File: src/rtl/vga_timing_if.sv
// Raster bus between the VGA timing generator and the renderer: coordinates,
// pixel strobe, frame tick, the renderer's colour back in, and the VGA pin set.
interface vga_timing_if;
    logic [10:0] x;
    logic [10:0] y;
    logic        pix_tick;
    logic        frame_start;
    logic [7:0]  rgb_in;
    logic [7:0]  rgb_out;
    logic        hsync_n;
    logic        vsync_n;
    logic        video_on;

    modport master (
        output x, y, pix_tick, frame_start, rgb_out, hsync_n, vsync_n, video_on,
        input  rgb_in
    );

    modport slave (
        input  x, y, pix_tick, frame_start, rgb_out, hsync_n, vsync_n, video_on,
        output rgb_in
    );
endinterface

File: src/rtl/vga_timing.sv
// VGA raster timing: pixel-enable divider, h/v counters, sync/blank flags delayed
// to match the renderer pipeline, and a blanked colour output register.
module vga_timing #(
    parameter int CLK_DIV  = 4,
    parameter int PIPE_DLY = 2,
    parameter int H_VIS    = 640,
    parameter int H_FP     = 16,
    parameter int H_SYNC   = 96,
    parameter int H_BP     = 48,
    parameter int V_VIS    = 480,
    parameter int V_FP     = 10,
    parameter int V_SYNC   = 2,
    parameter int V_BP     = 33
) (
    input  logic         clk,
    input  logic         reset,
    vga_timing_if.master vga
);
    localparam int H_TOTAL = H_VIS + H_FP + H_SYNC + H_BP;
    localparam int V_TOTAL = V_VIS + V_FP + V_SYNC + V_BP;
    localparam int DIV_W   = (CLK_DIV > 1) ? $clog2(CLK_DIV) : 1;

    localparam logic [DIV_W-1:0] DIV_LAST = DIV_W'(CLK_DIV - 1);
    localparam logic [10:0] H_LAST     = 11'(H_TOTAL - 1);
    localparam logic [10:0] V_LAST     = 11'(V_TOTAL - 1);
    localparam logic [10:0] H_VIS_END  = 11'(H_VIS);
    localparam logic [10:0] V_VIS_END  = 11'(V_VIS);
    localparam logic [10:0] H_SYNC_BEG = 11'(H_VIS + H_FP);
    localparam logic [10:0] H_SYNC_END = 11'(H_VIS + H_FP + H_SYNC);
    localparam logic [10:0] V_SYNC_BEG = 11'(V_VIS + V_FP);
    localparam logic [10:0] V_SYNC_END = 11'(V_VIS + V_FP + V_SYNC);

    logic [DIV_W-1:0] div_reg;
    logic [10:0]      h_reg;
    logic [10:0]      v_reg;
    logic             frame_start_reg;
    logic [7:0]       rgb_out_reg;
    logic             pix_tick;
    logic             line_end;
    logic             frame_end;
    logic             hs_raw;
    logic             vs_raw;
    logic             vis_raw;
    logic             gate_vis;

    // Each stage holds {hs, vs, vis}; index 0 is closest to the counters.
    logic [PIPE_DLY-1:0][2:0] stage_reg;
    logic [PIPE_DLY-1:0][2:0] stage_next;

    // Gated by reset so the strobe is low while held, even when CLK_DIV==1.
    assign pix_tick  = reset && (div_reg == DIV_LAST);
    assign line_end  = (h_reg == H_LAST);
    assign frame_end = line_end && (v_reg == V_LAST);

    always_ff @(posedge clk or negedge reset) begin
        if (!reset) begin
            div_reg <= '0;
        end else if (div_reg == DIV_LAST) begin
            div_reg <= '0;
        end else begin
            div_reg <= div_reg + DIV_W'(1);
        end
    end

    always_ff @(posedge clk or negedge reset) begin
        if (!reset) begin
            h_reg           <= '0;
            v_reg           <= '0;
            frame_start_reg <= 1'b0;
        end else begin
            frame_start_reg <= pix_tick && frame_end;
            if (pix_tick) begin
                if (line_end) begin
                    h_reg <= '0;
                    v_reg <= (v_reg == V_LAST) ? 11'd0 : v_reg + 11'd1;
                end else begin
                    h_reg <= h_reg + 11'd1;
                end
            end
        end
    end

    assign vis_raw = (h_reg < H_VIS_END) && (v_reg < V_VIS_END);
    assign hs_raw  = !((h_reg >= H_SYNC_BEG) && (h_reg < H_SYNC_END));
    assign vs_raw  = !((v_reg >= V_SYNC_BEG) && (v_reg < V_SYNC_END));

    assign stage_next[0] = {hs_raw, vs_raw, vis_raw};

    genvar gi;
    generate
        for (gi = 1; gi < PIPE_DLY; gi++) begin : g_stage
            assign stage_next[gi] = stage_reg[gi-1];
        end

        // The colour register is itself one stage, so it gates with the flag one stage early.
        if (PIPE_DLY == 1) begin : g_gate_raw
            assign gate_vis = vis_raw;
        end else begin : g_gate_pipe
            assign gate_vis = stage_reg[PIPE_DLY-2][0];
        end
    endgenerate

    always_ff @(posedge clk or negedge reset) begin
        if (!reset) begin
            stage_reg   <= {PIPE_DLY{3'b110}};
            rgb_out_reg <= 8'h00;
        end else begin
            stage_reg   <= stage_next;
            rgb_out_reg <= gate_vis ? vga.rgb_in : 8'h00;
        end
    end

    assign vga.x           = h_reg;
    assign vga.y           = v_reg;
    assign vga.pix_tick    = pix_tick;
    assign vga.frame_start = frame_start_reg;
    assign vga.rgb_out     = rgb_out_reg;
    assign vga.hsync_n     = stage_reg[PIPE_DLY-1][2];
    assign vga.vsync_n     = stage_reg[PIPE_DLY-1][1];
    assign vga.video_on    = stage_reg[PIPE_DLY-1][0];
endmodule

File: src/flat_wrapper.sv
// flat-port wrapper written by rule: the top's interface ports become plain ports
module vga_timing_flat 
#(
    parameter int CLK_DIV  = 4,
    parameter int PIPE_DLY = 2,
    parameter int H_VIS    = 640,
    parameter int H_FP     = 16,
    parameter int H_SYNC   = 96,
    parameter int H_BP     = 48,
    parameter int V_VIS    = 480,
    parameter int V_FP     = 10,
    parameter int V_SYNC   = 2,
    parameter int V_BP     = 33
)
  (clk, reset, vga_x, vga_y, vga_pix_tick, vga_frame_start, vga_rgb_out, vga_hsync_n, vga_vsync_n, vga_video_on, vga_rgb_in);
  vga_timing_if vga_i ();
  input  logic clk;
  input  logic reset;
  output wire logic [$bits(vga_i.x)-1:0] vga_x;
  output wire logic [$bits(vga_i.y)-1:0] vga_y;
  output wire logic [$bits(vga_i.pix_tick)-1:0] vga_pix_tick;
  output wire logic [$bits(vga_i.frame_start)-1:0] vga_frame_start;
  output wire logic [$bits(vga_i.rgb_out)-1:0] vga_rgb_out;
  output wire logic [$bits(vga_i.hsync_n)-1:0] vga_hsync_n;
  output wire logic [$bits(vga_i.vsync_n)-1:0] vga_vsync_n;
  output wire logic [$bits(vga_i.video_on)-1:0] vga_video_on;
  input wire logic [$bits(vga_i.rgb_in)-1:0] vga_rgb_in;
  assign vga_x = vga_i.x;
  assign vga_y = vga_i.y;
  assign vga_pix_tick = vga_i.pix_tick;
  assign vga_frame_start = vga_i.frame_start;
  assign vga_rgb_out = vga_i.rgb_out;
  assign vga_hsync_n = vga_i.hsync_n;
  assign vga_vsync_n = vga_i.vsync_n;
  assign vga_video_on = vga_i.video_on;
  assign vga_i.rgb_in = vga_rgb_in;
  vga_timing #(.CLK_DIV(CLK_DIV), .PIPE_DLY(PIPE_DLY), .H_VIS(H_VIS), .H_FP(H_FP), .H_SYNC(H_SYNC), .H_BP(H_BP), .V_VIS(V_VIS), .V_FP(V_FP), .V_SYNC(V_SYNC), .V_BP(V_BP)) u_core (.clk(clk), .reset(reset), .vga(vga_i));
endmodule
File: config.mk
export PLATFORM = sky130hd
export DESIGN_NAME = vga_timing_flat
export DESIGN_NICKNAME = d
export VERILOG_FILES = /design/src/rtl/vga_timing_if.sv /design/src/rtl/vga_timing.sv /design/src/flat_wrapper.sv
export SDC_FILE = /design/constraint.sdc
export NUM_CORES = 1
export LEC_CHECK = 0
export BUFFER_PORTS_ARGS = -buffer_cell sky130_fd_sc_hd__buf_4
export CORE_MARGIN = 8
export CORE_UTILIZATION = 55
export CTS_BUF_LIST = sky130_fd_sc_hd__clkbuf_8
export DETAILED_ROUTE_END_ITERATION = 8
export HOLD_SLACK_MARGIN = 0.06
export MAX_ROUTING_LAYER = met4
export PLACE_DENSITY = 0.8
export SLEW_MARGIN = 10
export SYNTH_ARGS = -nofsm -noshare
export SYNTH_HDL_FRONTEND = slang
export SYNTH_SLANG_ARGS = --single-unit
File: constraint.sdc
create_clock -name clk -period 3.6 [get_ports clk]
set_input_delay 0.54 -clock clk [delete_from_list [all_inputs] [get_ports clk]]
set_output_delay 0.54 -clock clk [all_outputs]
set_load 0.03 [all_outputs]
==> results of run 1 <==
==> metrics by stage <==
| step | setup slack, ns | cell area [µm²] |
|---|---|---|
| 3_3_place_gp | 1.628 | 2117 |
| 6_report | 1.311 | 2253 |
| 5_1_grt | 1.199 | 2253 |
| 2_1_floorplan | 1.592 | 1735 |
| 3_5_place_dp | 1.586 | 2117 |
| 4_1_cts | 1.333 | 2253 |
==> power groups by stage <==
stage	combinational (µW)	clock, µW	sequential, µW
2_1_floorplan	26.2	0	540
3_3_place_gp	133	0	496
3_5_place_dp	134	0	498
4_1_cts	135	433	490
5_1_grt	144	450	493
6_report	132	426	490
==> area by class of cell <==
cell class / count / area (µm²) / share of cell area
clock inverter: 3 / 67.56 / 0.02998
multi-input combinational: 109 / 720.7 / 0.3198
clock buffer: 5 / 68.82 / 0.03054
sequential: 39 / 980.9 / 0.4353
inverter: 6 / 22.52 / 0.009994
timing repair buffer: 45 / 337.8 / 0.1499
tap: 44 / 55.05 / 0.02443
==> layer usage <==
metal / GRT usage / vias to the layer above / routed length [µm]
met4: 0.05442 / 0 / 48
li1: - / 656 / -
met1: 0.1929 / 651 / 1703
met5: - / - / 0
met2: 0.2417 / 64 / 1875
met3: 0.06198 / 5 / 335
==> worst max-delay path, stage by stage (launching register included) <==
cell	delay (ns)
sky130_fd_sc_hd__dfrtp_1	0.39
sky130_fd_sc_hd__ha_1	0.24
sky130_fd_sc_hd__nand2_1	0.27
sky130_fd_sc_hd__clkinv_1	0.30
sky130_fd_sc_hd__buf_4	0.25
==> layout by cell type, fill, tap and decap left out, drive strengths merged, types with 4 or more instances in the layout <==
cell and instances:
buf 45, dfrtp 35, nand3 15, nand2 12
nor2 11, and2 9, nor3 8, o21ai 7
xnor2 7, nand4 7, inv 5, clkbuf 5
or3 4, ha 4, dfstp 4
==> logic make-up after synthesis <==
group / Yosys count / share of synthesized area
AND/OR/NAND/NOR: 78 / 0.2646
flip-flops: 39 / 0.5652
AO/OA/AOI/OAI: 15 / 0.05696
XOR/XNOR: 9 / 0.04542
buffers and inverters: 7 / 0.01947
adder cells (fa/ha/maj): 4 / 0.02884
multiplexers: 3 / 0.01947
==> worst max path at each step <==
stage / from / slack [ns] / to
after CTS: u_core.div_reg[0]$_DFF_PN0_ / 1.33 / vga_pix_tick
after global placement: reset / 1.63 / u_core.vga.y[10]$_DFFE_PN0P_
after detailed placement: reset / 1.59 / u_core.vga.y[10]$_DFFE_PN0P_
final: u_core.div_reg[0]$_DFF_PN0_ / 1.31 / vga_pix_tick
after global routing: u_core.div_reg[0]$_DFF_PN0_ / 1.20 / vga_pix_tick
after floorplan: u_core.div_reg[0]$_DFF_PN0_ / 1.59 / u_core.vga.y[4]$_DFFE_PN0P_
==> flow_summary.ini, run 1 <==
[global_routing]
grt_pass1_wl_um = 6423
maximum_number_of_pins_on_one_net_before_global_route_repair = 41
globalRouteOverflowTotal = 0
grt_pass1_vias = 1331
antenna_found_initial = 0
grt_util_all_layers = 0.1608

[logic_synthesis]
synth_commonest_cells = sky130_fd_sc_hd__dfrtp_1 (35), sky130_fd_sc_hd__nand3_1 (13), sky130_fd_sc_hd__nand2_1 (12)
synth-main-ff-cell = sky130_fd_sc_hd__dfrtp_1
count_of_flip_flops_with_a_built_in_enable_after_synthesis = 0
async_reset_ff_frac = 1.000
total_of_warnings_raised_by_yosys = 0
post-synth-top-area-fraction = 0.5047
yosys.area.top_type = sky130_fd_sc_hd__dfrtp_1
synth.net_count = 169
synth_area_per_cell_um2 = 11.20
ys_seq_area_frac = 0.5652
postSynthCellCount = 155
synth_area_um2 = 1735
yosys-top-cells-area = sky130_fd_sc_hd__dfrtp_1 (50%), sky130_fd_sc_hd__dfstp_2 (6.1%), sky130_fd_sc_hd__nand3_1 (3.7%)
synth.most_common_cell = sky130_fd_sc_hd__dfrtp_1
synth.ff_latch_count = 39
post_synth_num_cell_types = 35

[placement]
port_buffers = 44
detailed_place_hpwl_um = 2879
globalplace.congestion = 0.9186
numPlacedInstances = 243

[pwr]
clkPwrFrac = 0.407
internal_uw = 788.5
post-layout-total-power_uw = 1048
power.combinational.fraction = 0.126
sw_frac_of_total = 0.2478
net-switching-power_uw = 259.7
sequentialPowerShare = 0.467
powerDensity_nw_per_um2 = 465.2
total_leakage_power_uw = 0.001013
peakVddDrop_mv = 0.4074

[floorplanning]
die_width_um = 72.17
die_area_um2 = 5209
placeableCoreArea_um2 = 3028
boundaryPins = 45
vertical_die_dimension_um = 72.17
rows = 20
floorplan.initialDensity = 0.5731

[sta]
finalHoldViolCount = 0
setup_viol = 0
worst_pin_slew_ns = 0.6217
clock_skew_ns = 0.004464
maxSlewViolCount = 0
final.min_clock_period_ns = 2.289
max_freq_mhz = 436.9
fin_setup_tns_ns = 0
timing.max_slew.rel_slack = 0.5797
period_share = 0.6358
grt_setup_unrepaired = false
hold-worst-slack_ns = 0.3104

[cells_and_area]
final_cells = 251
layout-drive-gt1-share = 0.3333
num_antenna_cells = 0
syn_to_final_growth_pct = 29.85
nFillCells = 218
final_core_util = 0.7442
num-nets-final = 220

[critical_path]
setup.worst_path.end_class = output port
crit-reg2reg-capture = u_core.vga.y[10]$_DFFE_PN0P_
r2r_start = u_core.div_reg[0]$_DFF_PN0_
reg2reg_depth = 6
critical_path.max_fanout = 8
critical_path.startpoint_type = flop
cp_data_required_time_ns = 3.06
critPathArrivalTime_ns = 1.75
worst-setup-path-type = flop to output port
reg2reg_setup_slack_ns = 1.57

[clock_network]
cts_hold_buf = 0
post_cts_buffers = 0
cts.sinks = 39
h-tree-depth = 2
max-clock-path-buffers = 2
clock_tree_from_tritoncts = built
clkSlewWorstSetupHoldPaths_ns = 0.08
clock_insertion_delay_worst_skew_ns = 0.29
cts_buffers = 5
cts_resized = 0
cts.root.buffer_cell = sky130_fd_sc_hd__clkbuf_8

[detailed_routing]
num_vias = 1376
drc = 0
detailedRoute.firstPassIterationCount = 4
iter_0_drt_violations = 95
wl_per_cell_um = 15.78
number_of_vias_per_cell = 5.482
count_of_nets_left_with_antenna_violations_after_detail_routing = 0
totalWireLength_um = 3962

[job]
cap_violations = 0

[outcome]
run_status = finished, final reports clean

[worst_hold_path]
worst_hold_path_type = primary input to async pin
Note: power is estimated with default switching activity, not from simulation.
==> inputs of run 2 (changes only) <==
--- a/config.mk
+++ b/config.mk
@@ -5,6 +5,7 @@
 export SDC_FILE = /design/constraint.sdc
 export NUM_CORES = 1
 export LEC_CHECK = 0
+export ABC_AREA = 1
 export BUFFER_PORTS_ARGS = -buffer_cell sky130_fd_sc_hd__buf_4
 export CORE_MARGIN = 8
 export CORE_UTILIZATION = 55
@@ -12,7 +13,7 @@
 export DETAILED_ROUTE_END_ITERATION = 8
 export HOLD_SLACK_MARGIN = 0.06
 export MAX_ROUTING_LAYER = met4
-export PLACE_DENSITY = 0.8
+export PLACE_DENSITY = 0.78
 export SLEW_MARGIN = 10
 export SYNTH_ARGS = -nofsm -noshare
 export SYNTH_HDL_FRONTEND = slang
==> constraint.sdc (replaced) <==
create_clock -name clk -period 2.2 [get_ports clk]
set_input_delay 0.33 -clock clk [delete_from_list [all_inputs] [get_ports clk]]
set_output_delay 0.33 -clock clk [all_outputs]
set_load 0.03 [all_outputs]
==> run 2 against run 1 <==
  * Utilization is 2.6 points lower
  * Wire length rose by 5.3%
  * Sequential power rose by 65%
  * Clock power grew 43%
  * Via count increased by 20%
  * Critical path type unchanged
  * Largest power group unchanged
==> flow_summary.ini, run 2 <==
[outcome]
run_status = finished, final reports clean

[clock_network]
max-clock-path-buffers = 2
clkSlewWorstSetupHoldPaths_ns = 0.07
cts.root.buffer_cell = sky130_fd_sc_hd__clkbuf_8
clock_insertion_delay_worst_skew_ns = 0.29
clock_tree_from_tritoncts = built
cts.sinks = 39
h-tree-depth = 2
cts_resized = 0
cts_hold_buf = 0
cts_buffers = 5
post_cts_buffers = 0

[sta]
timing.max_slew.rel_slack = 0.6955
fin_setup_tns_ns = 0
finalHoldViolCount = 0
setup_viol = 0
max_freq_mhz = 582.8
period_share = 0.7799
worst_pin_slew_ns = 0.4568
final.min_clock_period_ns = 1.716
hold-worst-slack_ns = 0.09365
maxSlewViolCount = 0
clock_skew_ns = 0.004779
grt_setup_unrepaired = false

[critical_path]
critPathBufInv = 2
path_cells = ha_1, nand2_2, inv_2, buf_4
critical_path.max_fanout = 10
max_stage_delay_ns = 0.38
cp_data_required_time_ns = 1.87
critPathArrivalTime_ns = 1.39
cpMaxStageDelayCell = sky130_fd_sc_hd__dfrtp_1
worst-setup-path-type = flop to output port
setup.worst_path.end_class = output port
cpLargestDelayFamily = flip-flops
critical_path.startpoint_type = flop

[placement]
globalplace.congestion = 0.9179
port_buffers = 44
detailed_place_hpwl_um = 3159

[logic_synthesis]
count_of_flip_flops_with_a_built_in_enable_after_synthesis = 0
synth_area_per_cell_um2 = 8.175
ys_seq_area_frac = 0.5084
synth_area_um2 = 1929
yosys-top-cells-area = sky130_fd_sc_hd__dfrtp_1 (45%), sky130_fd_sc_hd__nand2_1 (13%), sky130_fd_sc_hd__nand3_1 (6.7%)
total_of_warnings_raised_by_yosys = 0
synth.most_common_cell = sky130_fd_sc_hd__nand2_1
synth_commonest_cells = sky130_fd_sc_hd__nand2_1 (69), sky130_fd_sc_hd__dfrtp_1 (35), sky130_fd_sc_hd__inv_1 (32)
post-synth-top-area-fraction = 0.4540
postSynthCellCount = 236
synth-main-ff-cell = sky130_fd_sc_hd__dfrtp_1
synth.ff_latch_count = 39
async_reset_ff_frac = 1.000
yosys.area.top_type = sky130_fd_sc_hd__dfrtp_1
synth.net_count = 250
post_synth_num_cell_types = 24

[global_routing]
globalRouteOverflowTotal = 0
maximum_number_of_pins_on_one_net_before_global_route_repair = 40
grt_util_all_layers = 0.1601
grt_pass1_vias = 1487
antenna_found_initial = 0
grt_pass1_wl_um = 6706

[cells_and_area]
layout-drive-gt1-share = 0.2386
final_common_cell = sky130_fd_sc_hd__nand2_1
nFillCells = 289
leading_cell_types_in_the_layout_fill_and_taps_excluded = sky130_fd_sc_hd__nand2_1 (69), sky130_fd_sc_hd__buf_4 (45), sky130_fd_sc_hd__dfrtp_1 (35)
final_core_util = 0.7180
num_antenna_cells = 0
syn_to_final_growth_pct = 25.16
num-nets-final = 298

[floorplanning]
vertical_die_dimension_um = 75.23
boundaryPins = 45
die_width_um = 75.23
rows = 21
placeableCoreArea_um2 = 3363
die_area_um2 = 5659
floorplan.initialDensity = 0.5737

[detailed_routing]
num_vias = 1649
drc = 0
count_of_nets_left_with_antenna_violations_after_detail_routing = 0
totalWireLength_um = 4171
iter_0_drt_violations = 93
detailedRoute.firstPassIterationCount = 4
wl_per_cell_um = 12.60
number_of_vias_per_cell = 4.982

[pwr]
total_leakage_power_uw = 0.001355
peakVddDrop_mv = 0.5940
powerDensity_nw_per_um2 = 681.5

[worst_hold_path]
worst_hold_path_type = primary input to async pin

[job]
cap_violations = 0
==> run 2: cell type report <==
type	instances	area, µm²	share of cell area
clock buffer	6	82.58	0.03420
multi-input combinational	160	797.0	0.3301
timing repair buffer	45	337.8	0.1399
tap	46	57.56	0.02383
clock inverter	2	35.03	0.01451
inverter	33	123.9	0.05130
sequential	39	980.9	0.4062
==> run 2: logic make-up after synthesis <==
| kind of cell | after synthesis | synth area share |
|---|---|---|
| buffers and inverters | 37 | 0.07847 |
| adder cells (fa/ha/maj) | 4 | 0.02594 |
| AO/OA/AOI/OAI | 7 | 0.01816 |
| flip-flops | 39 | 0.5084 |
| AND/OR/NAND/NOR | 142 | 0.3372 |
| XOR/XNOR | 7 | 0.03178 |
==> run 2: path summary, 6_finish.rpt <==
path | endpoint | cells past startpoint | startpoint | slack (ns)
worst max-delay path | vga_pix_tick | 4 | u_core.div_reg[0]$_DFF_PN0_ | 0.48
worst min-delay path | u_core.vga.y[1]$_DFFE_PN0P_ | 2 | reset | 0.09
worst max register to register | u_core.vga.x[9]$_DFFE_PN0P_ | 6 | u_core.div_reg[0]$_DFF_PN0_ | 0.64
worst min register to register | u_core.vga.hsync_n$_DFF_PN1_ | 0 | u_core.stage_next[5]$_DFF_PN1_ | 0.36
max in group asynchronous | u_core.vga.hsync_n$_DFF_PN1_ | 2 | reset | 1.76
min in group clk | u_core.vga.rgb_out[0]$_DFF_PN0_ | 3 | vga_rgb_in[0] | 0.23
==> run 2: metrics by stage <==
step                      total power [µW]  area [µm²]  instances  worst slack [ns]
final                                 1646        2415        331            0.4842
after floorplan                      948.8        1929        236            0.6787
after global placement                1052        2297        323            0.6246
after detailed placement              1053        2297        323            0.6560
after CTS                             1658        2415        331            0.4679
after global routing                  1713        2415        331            0.4078
==> run 2: power breakdown <==
group / switching [µW] / internal [µW] / leakage (µW)
logic: 147 / 81.7 / 0.000785
registers: 59.8 / 750 / 0.000509
clock network: 241 / 367 / 0.0000612
total: 448 / 1200 / 0.00136
==> run 2: routing by layer <==
| layer | up-vias | wire [µm] | track usage | part of all wire |
|---|---|---|---|---|
| met3 | 5 | 354 | 0.05060 | 0.085 |
| li1 | 835 | - | - | - |
| met1 | 762 | 1862 | 0.1907 | 0.45 |
| met4 | 0 | 52 | 0.05117 | 0.012 |
| met5 | - | 0 | - | 0 |
| met2 | 47 | 1902 | 0.2514 | 0.46 |
==> run 2: worst reg2reg max path: stages (launching register included) <==
cell and delay [ns]:
sky130_fd_sc_hd__dfrtp_1 0.35, sky130_fd_sc_hd__ha_1 0.18, sky130_fd_sc_hd__nand2_2 0.15, sky130_fd_sc_hd__nor3_1 0.34, sky130_fd_sc_hd__nand4_1 0.26, sky130_fd_sc_hd__nand2_1 0.14
sky130_fd_sc_hd__nor2_1 0.04
